File: config.mk
export PLATFORM = sky130hd
export DESIGN_NAME = keypad_emulator
export DESIGN_NICKNAME = d
export VERILOG_FILES = /design/src/rtl/keypad_pkg.sv /design/src/rtl/keypad_row_sync.sv /design/src/rtl/keypad_emulator.sv
export SDC_FILE = /design/constraint.sdc
export NUM_CORES = 1
export LEC_CHECK = 0
export ABC_AREA = 1
export BUFFER_PORTS_ARGS = -buffer_cell sky130_fd_sc_hd__clkbuf_2
export CAP_MARGIN = 20
export CORE_MARGIN = 2
export CORE_UTILIZATION = 60
export DETAILED_ROUTE_END_ITERATION = 7
export GPL_TIMING_DRIVEN = 0
export PLACE_DENSITY = 0.86
export SETUP_SLACK_MARGIN = 0.3
export SLEW_MARGIN = 15
export SYNTH_ARGS = -nofsm -noshare
export SYNTH_HDL_FRONTEND = slang
export SYNTH_SLANG_ARGS = --single-unit
File: constraint.sdc
create_clock -name clk -period 2.25 [get_ports clk]
set_clock_uncertainty 0.05 [all_clocks]
set_input_delay 0.225 -clock clk [delete_from_list [all_inputs] [get_ports clk]]
set_output_delay 0.225 -clock clk [all_outputs]
set_load 0.05 [all_outputs]
File: src/rtl/keypad_pkg.sv
// Shared definitions for the keypad emulator: key indices, matrix codes and FSM states.
package keypad_pkg;

  localparam int NUM_KEYS = 12;

  localparam logic [3:0] KEY_1    = 4'd0;
  localparam logic [3:0] KEY_2    = 4'd1;
  localparam logic [3:0] KEY_3    = 4'd2;
  localparam logic [3:0] KEY_4    = 4'd3;
  localparam logic [3:0] KEY_5    = 4'd4;
  localparam logic [3:0] KEY_6    = 4'd5;
  localparam logic [3:0] KEY_7    = 4'd6;
  localparam logic [3:0] KEY_8    = 4'd7;
  localparam logic [3:0] KEY_9    = 4'd8;
  localparam logic [3:0] KEY_STAR = 4'd9;
  localparam logic [3:0] KEY_0    = 4'd10;
  localparam logic [3:0] KEY_HASH = 4'd11;

  typedef enum logic [1:0] {
    ST_IDLE = 2'd0,
    ST_ARM  = 2'd1,
    ST_HOLD = 2'd2,
    ST_GAP  = 2'd3
  } state_e;

  // The '*', '0', '#' row is strobed last, so it carries the 1000 code.
  function automatic logic [3:0] key_row(input logic [3:0] k);
    logic [3:0] r;
    if (k < 4'd3)      r = 4'b0100;
    else if (k < 4'd6) r = 4'b0010;
    else if (k < 4'd9) r = 4'b0001;
    else               r = 4'b1000;
    return r;
  endfunction

  function automatic logic [2:0] key_col(input logic [3:0] k);
    logic [2:0] c;
    case (k)
      4'd0, 4'd3, 4'd6, 4'd9:  c = 3'b100;
      4'd1, 4'd4, 4'd7, 4'd10: c = 3'b010;
      default:                 c = 3'b001;
    endcase
    return c;
  endfunction

endpackage

File: src/rtl/keypad_row_sync.sv
// Brings the scanner row strobe into clk and flags the start of each scan (entry to row 1000).
module keypad_row_sync (
  input  logic       clk,
  input  logic       rst,
  input  logic [3:0] row_i,
  output logic       scan_start_o
);

  logic [3:0] row_m_q;
  logic [3:0] row_s_q;
  logic [3:0] row_q;

  always_ff @(posedge clk or negedge rst) begin
    if (!rst) begin
      row_m_q <= '0;
      row_s_q <= '0;
      row_q   <= '0;
    end else begin
      row_m_q <= row_i;
      row_s_q <= row_m_q;
      row_q   <= row_s_q;
    end
  end

  // Exact compare, so zero or multi-hot strobes never look like a scan start.
  assign scan_start_o = (row_s_q == 4'b1000) && (row_q != 4'b1000);

endmodule

File: src/rtl/keypad_emulator.sv
// Emulates one 4x3 keypad press per command for a row-strobing scanner, timed in whole scans.
// Build option KEYPAD_EMU_BOUNCE_EN adds LFSR contact chatter after each press/release edge.
module keypad_emulator
  import keypad_pkg::*;
#(
  parameter int HOLD_SCANS    = 4,
  parameter int GAP_SCANS     = 2,
  parameter int SCAN_TIMEOUT  = 1048576,
  parameter int BOUNCE_CYCLES = 64
) (
  input  logic       clk,
  input  logic       rst,
  input  logic       key_valid,
  input  logic [3:0] key_idx,
  output logic       key_ready,
  input  logic [3:0] row_i,
  output logic [2:0] col_o,
  output logic       busy,
  output logic       done,
  output logic       err
);

  localparam int HW = $clog2(HOLD_SCANS) + 1;
  localparam int GW = $clog2(GAP_SCANS) + 1;
  localparam int TW = $clog2(SCAN_TIMEOUT) + 1;
  localparam logic [HW-1:0] HOLD_END = HW'(HOLD_SCANS);
  localparam logic [GW-1:0] GAP_END  = GW'(GAP_SCANS);
  localparam logic [TW-1:0] TMO_END  = TW'(SCAN_TIMEOUT - 1);

  if (HOLD_SCANS < 1 || GAP_SCANS < 1 || SCAN_TIMEOUT < 16 || BOUNCE_CYCLES < 1) begin : g_param_check
    $error("keypad_emulator: parameter out of range");
  end

  state_e        state_q, state_d;
  logic [3:0]    idx_q, idx_d;
  logic          pressed_q, pressed_d;
  logic [HW-1:0] hold_q, hold_d, hold_inc;
  logic [GW-1:0] gap_q, gap_d, gap_inc;
  logic [TW-1:0] tmo_q, tmo_d;
  logic          done_q, done_d;
  logic          err_q, err_d;
  logic          tmo_hit;
  logic          scan_start;
  logic          pressed_eff;

  keypad_row_sync u_row_sync (
    .clk          (clk),
    .rst          (rst),
    .row_i        (row_i),
    .scan_start_o (scan_start)
  );

  always_ff @(posedge clk or negedge rst) begin
    if (!rst) begin
      state_q   <= ST_IDLE;
      idx_q     <= '0;
      pressed_q <= 1'b0;
      hold_q    <= '0;
      gap_q     <= '0;
      tmo_q     <= '0;
      done_q    <= 1'b0;
      err_q     <= 1'b0;
    end else begin
      state_q   <= state_d;
      idx_q     <= idx_d;
      pressed_q <= pressed_d;
      hold_q    <= hold_d;
      gap_q     <= gap_d;
      tmo_q     <= tmo_d;
      done_q    <= done_d;
      err_q     <= err_d;
    end
  end

  always_comb begin
    state_d   = state_q;
    idx_d     = idx_q;
    pressed_d = pressed_q;
    hold_d    = hold_q;
    gap_d     = gap_q;
    tmo_d     = tmo_q;
    done_d    = 1'b0;
    err_d     = 1'b0;
    hold_inc  = (hold_q == '1) ? hold_q : hold_q + 1'b1;
    gap_inc   = (gap_q == '1) ? gap_q : gap_q + 1'b1;
    tmo_hit   = (state_q != ST_IDLE) && (tmo_q == TMO_END);

    if (state_q != ST_IDLE) begin
      if (scan_start)            tmo_d = '0;
      else if (tmo_q != TMO_END) tmo_d = tmo_q + 1'b1;
    end

    // A stalled scanner aborts the press; this outranks GAP completion.
    if (tmo_hit) begin
      pressed_d = 1'b0;
      err_d     = 1'b1;
      tmo_d     = '0;
      state_d   = ST_IDLE;
    end else begin
      case (state_q)
        ST_IDLE: begin
          if (key_valid) begin
            if (key_idx < 4'(NUM_KEYS)) begin
              idx_d   = key_idx;
              tmo_d   = '0;
              state_d = ST_ARM;
            end else begin
              err_d = 1'b1;
            end
          end
        end
        ST_ARM: begin
          if (scan_start) begin
            pressed_d = 1'b1;
            hold_d    = '0;
            state_d   = ST_HOLD;
          end
        end
        ST_HOLD: begin
          if (scan_start) begin
            hold_d = hold_inc;
            if (hold_inc == HOLD_END) begin
              pressed_d = 1'b0;
              gap_d     = '0;
              state_d   = ST_GAP;
            end
          end
        end
        ST_GAP: begin
          if (scan_start) begin
            gap_d = gap_inc;
            if (gap_inc == GAP_END) begin
              done_d  = 1'b1;
              state_d = ST_IDLE;
            end
          end
        end
        default: state_d = ST_IDLE;
      endcase
    end
  end

`ifdef KEYPAD_EMU_BOUNCE_EN
  localparam int BW = $clog2(BOUNCE_CYCLES) + 1;

  logic [7:0]    lfsr_q;
  logic [BW-1:0] bounce_q;
  logic          edge_enter;

  assign edge_enter = ((state_d == ST_HOLD) && (state_q != ST_HOLD)) ||
                      ((state_d == ST_GAP)  && (state_q != ST_GAP));

  always_ff @(posedge clk or negedge rst) begin
    if (!rst) begin
      lfsr_q   <= 8'hA5;
      bounce_q <= '0;
    end else begin
      lfsr_q <= {lfsr_q[6:0], lfsr_q[7] ^ lfsr_q[5] ^ lfsr_q[4] ^ lfsr_q[3]};
      if (edge_enter)         bounce_q <= BW'(BOUNCE_CYCLES);
      else if (bounce_q != 0) bounce_q <= bounce_q - 1'b1;
    end
  end

  assign pressed_eff = (bounce_q != '0) ? lfsr_q[0] : pressed_q;
`else
  assign pressed_eff = pressed_q;
`endif

  // Passive switch: the column follows the raw strobe with no clocked delay.
  always_comb begin
    col_o = 3'b000;
    if (pressed_eff && (row_i == key_row(idx_q))) col_o = key_col(idx_q);
  end

  assign key_ready = (state_q == ST_IDLE);
  assign busy      = (state_q != ST_IDLE);
  assign done      = done_q;
  assign err       = err_q;

endmodule

### After elaboration in Yosys (flattened, before gate mapping)

Memories as Yosys holds them, arrays and structs flattened.
Index checks and enable logic that the tools add are counted.

* mux-type cells: 42
* $lt $le $gt $ge: 4
* reduce and logical (&&, ||, !) cells: 13
* bitwise gates (word level): 1
* add/sub/neg operators: 3
* equal/unequal tests: 23

Operator list (count)
* $mux 21: 7
* $mux 2: 12
* $add 21x1->21 const B: 1
* $eq 21x20->1 const B: 1
* $ne 21x20->1 const B: 1
* $ne 3x3->1 const B: 5
* $mux 1: 12
* $mux 3: 4
* $mux 4: 3
* $reduce_and 4->1: 3
* $eq 2x2->1 const B: 4
* $lt 4x4->1 const B: 2
* $ne 2x2->1 const B: 4
* $pmux 2 s4: 1
* $reduce_and 7->1: 1
* $eq 3x3->1 const B: 2
* $pmux 3 s2: 1
* $reduce_bool 2->1: 3
* $reduce_and 5->1: 1
* $eq 4x4->1: 1
* $eq 4x4->1 const B: 1
* $lt 4x2->1 const B: 1
* $lt 4x3->1 const B: 1
* $ne 4x4->1 const B: 1
* other kinds (11): 13

* output and inout bits: 7
* logic and storage cells: 98
* flip-flop bits (word level): 47
* input port bits: 11
* memories kept: 1
* bits in read-only memories: 48

Memories
* (no name shown): words 16, width 3, rd ports 1, clocked after memory_dff 0, wr ports 0, line keypad_pkg.sv:38 `case (k)`

### Logic depth before layout (Yosys ltp)

* depth after elaboration: 8
* mapped depth: 12
* gate-level depth less buffers: 12

### Cells and area by module

A second synthesis with hierarchy kept.

* cells, all modules: 342
* area, all modules: 2642.5 sq um

Modules (own cells, without submodules)
* keypad_emulator: area an instance 2298.5 sq um, cells each 319, seq. area each 875.8 sq um, instances 1
* keypad_row_sync: area an instance 344.1 sq um, cells each 23, seq. area each 300.3 sq um, instances 1

### Worst setup path after synthesis

OpenSTA, ideal clock, no wires.

* path type: register to output
* from: register idx_q[0]
* to: output port col_o[0]
* arrival time: 1.985 ns
* data required time: 1.975 ns
* slack: -0.010 ns
* cell stages (with the launch flop): 8
* buffers on the path: 0
* cell sequence: dfrtp_1 ha_1 nor3_1 nor2_1 xor2_1 nor2_1 nand4_1 a21oi_1

* cells in the longest elaborated chain, start to end: 7
* elaborated cells on any way between the ends: 10
* classes of those cells: order compare: 3; eq/ne: 1; mux: 4; reduce/logical: 1; memory: 1

RTL lines
* start: declaration: line keypad_emulator.sv:35 `logic [3:0] idx_q, idx_d;`
* start signal: assignment: line keypad_emulator.sv:65 `idx_q <= idx_d;`
* $lt 4x4->1: line keypad_pkg.sv:31 `else if (k < 4'd9) r = 4'b0001;`
* $mux 4: line keypad_pkg.sv:31
* $mux 4: line keypad_pkg.sv:30 `else if (k < 4'd6) r = 4'b0010;`
* $mux 4: line keypad_pkg.sv:29 `if (k < 4'd3) r = 4'b0100;`
* $eq 4x4->1: line keypad_emulator.sv:172 `if (pressed_eff && (row_i == key_row(idx_q))) col_o = key_col(idx_q);`
* $logic_and 1x1->1: line keypad_emulator.sv:172
* $mux 3 (*): line keypad_emulator.sv:172
* end: declaration: line keypad_emulator.sv:17 `output logic [2:0] col_o,`

Mark *: on every way between the ends. The rest lies on a longest branch, timed or not.

### Worst setup path in the final report

* from: register idx_q[1]
* to: output port col_o[1]

Same word-level chain as after synthesis.

==> impl_table.tex <==
\begin{tabular}{lr}
\hline
Metric & Value \\
\hline
\multicolumn{2}{l}{\textbf{Cells and area}} \\
\quad Area delta synth->final & 21.0\% \\
\quad Net count, final & 383 \\
\quad Fraction of final layout cells with drive strength greater than 1 & 23.5\% \\
\quad Storage cell area & 1180 µm² \\
\quad Area of combinational cells with multiple inputs & 1330 µm² \\
\quad Cell area after layout & 3120 µm² \\
\quad Antenna diode instance count & 0 \\
\quad Number of inserted filler cells in the final layout & 248 \\
\multicolumn{2}{l}{\textbf{Worst setup path}} \\
\quad Data arrival time of the worst path & 1.94 ns \\
\quad Startpoint Class & flop \\
\quad Worst R2R Path Depth & 11 \\
\quad Slowest stage cell on the critical path & sky130\_fd\_sc\_hd\_\_dfrtp\_2 \\
\quad Chain of cells forming the critical path & ha\_4 > nor3\_4 > nor2\_2 > xor2\_1 > nor2\_1 > nand4\_1 > nor2\_2 > buf\_8 \\
\quad Most used cell, CP & sky130\_fd\_sc\_hd\_\_nor2\_2 \\
\quad Required time reported for the critical path endpoint & 1.98 ns \\
\quad Worst setup EP type & primary output \\
\quad Path type of the worst setup path & reg2out \\
\quad Maximum single-stage delay on the critical path & 0.46 ns \\
\quad Maximum fanout count along the critical path & 4 \\
\multicolumn{2}{l}{\textbf{Logic synthesis}} \\
\quad Sequential-to-total area share from yosys stat & 45.7\% \\
\quad Most used flip-flop cell after synthesis & sky130\_fd\_sc\_hd\_\_dfrtp\_1 \\
\quad Syn Inst Count & 321 \\
\quad Top-area cell type share of the netlist area & 45.7\% \\
\quad Synthesis Warnings & 0 \\
\quad Area of the mapped netlist & 2570 µm² \\
\quad Top cells by area in the synthesized netlist & sky130\_fd\_sc\_hd\_\_dfrtp\_1 46\%, sky130\_fd\_sc\_hd\_\_nand2\_1 10\%, sky130\_fd\_sc\_hd\_\_nor2\_1 6.1\% \\
\quad Flip-flop and latch count after synthesis & 47 \\
\quad Mean cell area of the mapped netlist & 8.02 µm² \\
\quad Total nets after synthesis & 343 \\
\quad Unique cell type count in the Yosys netlist & 30 \\
\quad Async S/R FF share, synth & 100\% \\
\quad Cell accounting for the most synthesized area & sky130\_fd\_sc\_hd\_\_dfrtp\_1 \\
\quad EDFF count, synth & 0 \\
\multicolumn{2}{l}{\textbf{Timing}} \\
\quad Time the final worst path needs with I/O delays and setup & 2.22 ns \\
\quad Crit share post-route & 98.6\% \\
\quad Number of endpoints with negative hold slack in the final report & 0 \\
\quad Max Fclk & 451 MHz \\
\quad Worst slew pin tran & 0.562 ns \\
\quad Post-route worst hold slack & 0.000537 ns \\
\quad Worst setup slack after layout & 0.0304 ns \\
\quad Worst-case headroom to the max-slew limit & 62.5\% \\
\quad Count of pins over their slew limit & 0 \\
\quad RSZ-0062 raised after global routing & yes \\
\quad Final number of setup-violating endpoints & 0 \\
\multicolumn{2}{l}{\textbf{Pwr}} \\
\quad Overall Power & 3.11 mW \\
\quad VDD IR-drop max & 0.965 mV \\
\quad Total power density per cell area & 996 nW/µm² \\
\quad Leakage power figure & 1.55 nW \\
\multicolumn{2}{l}{\textbf{Floorplanning}} \\
\quad I/O pin cnt & 18 \\
\quad Starting utilization of the core area & 63.5\% \\
\quad Core area & 4060 µm² \\
\quad Die height & 69.5 µm \\
\quad Die area & 4830 µm² \\
\quad Horizontal extent of the die & 69.5 µm \\
\quad Count of standard-cell rows & 23 \\
\multicolumn{2}{l}{\textbf{GRT}} \\
\quad Maximum number of pins on one net before global-route repair & 28 \\
\quad Remaining global-route overflow & 0 \\
\quad Wire length of the first global-routing pass & 8.81 mm \\
\quad Total routing resource utilization after global routing & 22.7\% \\
\quad Number of antenna violations at the first check in global routing & 0 \\
\quad Vias in the first global route & 2144 \\
\multicolumn{2}{l}{\textbf{Status}} \\
\quad Result of the run & finished, final reports clean \\
\multicolumn{2}{l}{\textbf{Flow run}} \\
\quad Max-cap viol count & 0 \\
\multicolumn{2}{l}{\textbf{Detailed routing}} \\
\quad Detailed-route vias per instance & 5.36 \\
\quad DR DRC count & 0 \\
\quad Vias after detailed routing & 2203 \\
\quad Initial drt markers & 177 \\
\quad Routed WL per cell & 14.1 µm \\
\quad Post-route antenna net violation count & 0 \\
\quad Post-detailed-routing wire length & 5.80 mm \\
\quad Detailed-routing iteration count for the pre-antenna-repair pass & 4 \\
\multicolumn{2}{l}{\textbf{Clock tree}} \\
\quad Cell at the root of the clock tree & sky130\_fd\_sc\_hd\_\_clkbuf\_8 \\
\quad CTS tree & yes \\
\quad Sink count of the clock tree & 47 \\
\quad CTS clk-pin slew, worst paths & 0.08 ns \\
\quad H-tree levels & 2 \\
\quad Total clock buffers created by CTS & 5 \\
\quad Worst skew pair latency & 0.30 ns \\
\quad Maximum buffer depth of the clock tree & 2 \\
\multicolumn{2}{l}{\textbf{Placement}} \\
\quad Final HPWL DP & 3.69 mm \\
\quad Quantity of I/O buffers inserted on ports & 17 \\
\quad Post-placement cell area & 2770 µm² \\
\quad Worst slack at placement & 0.162 ns \\
\quad GP Congestion & 0.824 \\
\multicolumn{2}{l}{\textbf{Hold path}} \\
\quad Min-Delay Path Class & in2reg \\
\quad Worst Hold Path Cells & 1 \\
\hline
\end{tabular}
==> cell families (layout without fill, tap and decap cells) <==
kind of cell               Yosys count  count (layout)  share of synthesized area (%)
AOI/OAI and AO/OA                   51              51                           10.5
buffers and inverters               49              88                           7.48
DFF                                 47              47                           45.7
adders and majority gates           11              11                           5.34
xor gates and xnor gates             4               4                           1.36
and+or+nand+nor                    159             160                           29.6
==> what timing repair did <==
item                                    4_1_cts  5_1_grt
pin swaps                                     4        8
resized for setup                            10       28
endpoints found under the setup margin       18       22
cloned                                        0        1
setup buffers                                 4        7
hold buffers                                  2        1
hold endpoints to repair                     21        1
==> power by group <==
group	leakage (nW)	internal [mW]	switching, mW
combinational	0.888	0.503	0.889
sequential	0.606	0.976	0.132
clock	0.0513	0.326	0.279
total	1.55	1.81	1.30
==> state kept, by name, summed over array words and instances (netlist names) <==
signal and cells:
done 1, err 1, gap_q 2, hold_q 3
idx_q 4, pressed_eff 1, state_q 2, tmo_q 21
u_row_sync.row_m_q 4, u_row_sync.row_q 4, u_row_sync.row_s_q 4
==> placed cells by master, fill, tap and decap left out, drive strengths merged <==
cell / count
nand2: 78
dfrtp: 47
nor2: 47
inv: 46
o21ai: 26
a21oi: 21
clkbuf: 20
buf: 18
nand3: 17
ha: 11
nor3: 10
nand4: 6
xor2: 4
dlygate4sd3: 3
nand3b: 2
o21a: 2
a31oi: 1
o211ai: 1
bufinv: 1
==> layout make-up <==
type	count	area share, %
tap	50	2.01
clock inverter	1	0.963
inverter	46	5.62
timing repair buffer	32	7.95
buffer	3	0.843
multi-input combinational	226	42.5
clock buffer	6	2.33
sequential	47	37.8
==> synth_stat cells, types with 2 or more instances <==
library cell / n
sky130_fd_sc_hd__inv_1: 41
sky130_fd_sc_hd__nor3_1: 8
sky130_fd_sc_hd__dfrtp_1: 47
sky130_fd_sc_hd__a21oi_2: 2
sky130_fd_sc_hd__o21a_1: 2
sky130_fd_sc_hd__o21ai_1: 7
sky130_fd_sc_hd__ha_1: 11
sky130_fd_sc_hd__o21ai_0: 19
sky130_fd_sc_hd__nor2_1: 42
sky130_fd_sc_hd__nand4_2: 2
sky130_fd_sc_hd__nand3_1: 14
sky130_fd_sc_hd__nand2_1: 70
sky130_fd_sc_hd__nor3_4: 2
sky130_fd_sc_hd__a21oi_1: 19
sky130_fd_sc_hd__xor2_1: 4
sky130_fd_sc_hd__inv_2: 5
sky130_fd_sc_hd__nand2_2: 7
sky130_fd_sc_hd__nand4_1: 3
sky130_fd_sc_hd__nor2_2: 4
sky130_fd_sc_hd__nand3b_1: 2
==> worst paths after layout <==
check	start	endpoint	slack (ns)
worst max-delay path	idx_q[1]$_DFFE_PN0P_	col_o[1]	0.03
worst min-delay path	row_i[0]	u_row_sync.row_m_q[0]$_DFF_PN0_	0.0005
worst max register to register	state_q[1]$_DFFE_PN0P_	tmo_q[2]$_DFF_PN0_	0.31
worst min register to register	u_row_sync.row_m_q[2]$_DFF_PN0_	u_row_sync.row_s_q[2]$_DFF_PN0_	0.31
max in group asynchronous	rst	idx_q[1]$_DFFE_PN0P_	1.22
min in group asynchronous	rst	u_row_sync.row_q[3]$_DFF_PN0_	0.39
==> layer usage <==
layer | up-vias | part of all wire (%) | track usage, %
li1 | 1107 | - | -
met1 | 1037 | 41 | 26.3
met2 | 53 | 54 | 41.2
met3 | 6 | 4.1 | 6.25
met4 | 0 | 0.95 | 5.66
met5 | - | 0 | 0
==> per-stage QoR <==
step	TNS, ns	instances	util (%)
final	0	411	76.8
after global routing	-0.217	411	76.8
after CTS	0	402	73.0
after detailed placement	0	389	68.2
after global placement	0	388	67.7
after floorplan	0	321	-
==> worst max-delay path, delay by kind of cell, from the launching register on <==
kind          cells  cell delay, ns
fa+ha+maj         1            0.18
simple gates      5            0.68
buf+inv           1            0.17
xor+xnor          1            0.14
flops             1            0.46
No activity file was read; power rests on OpenSTA's default activity.
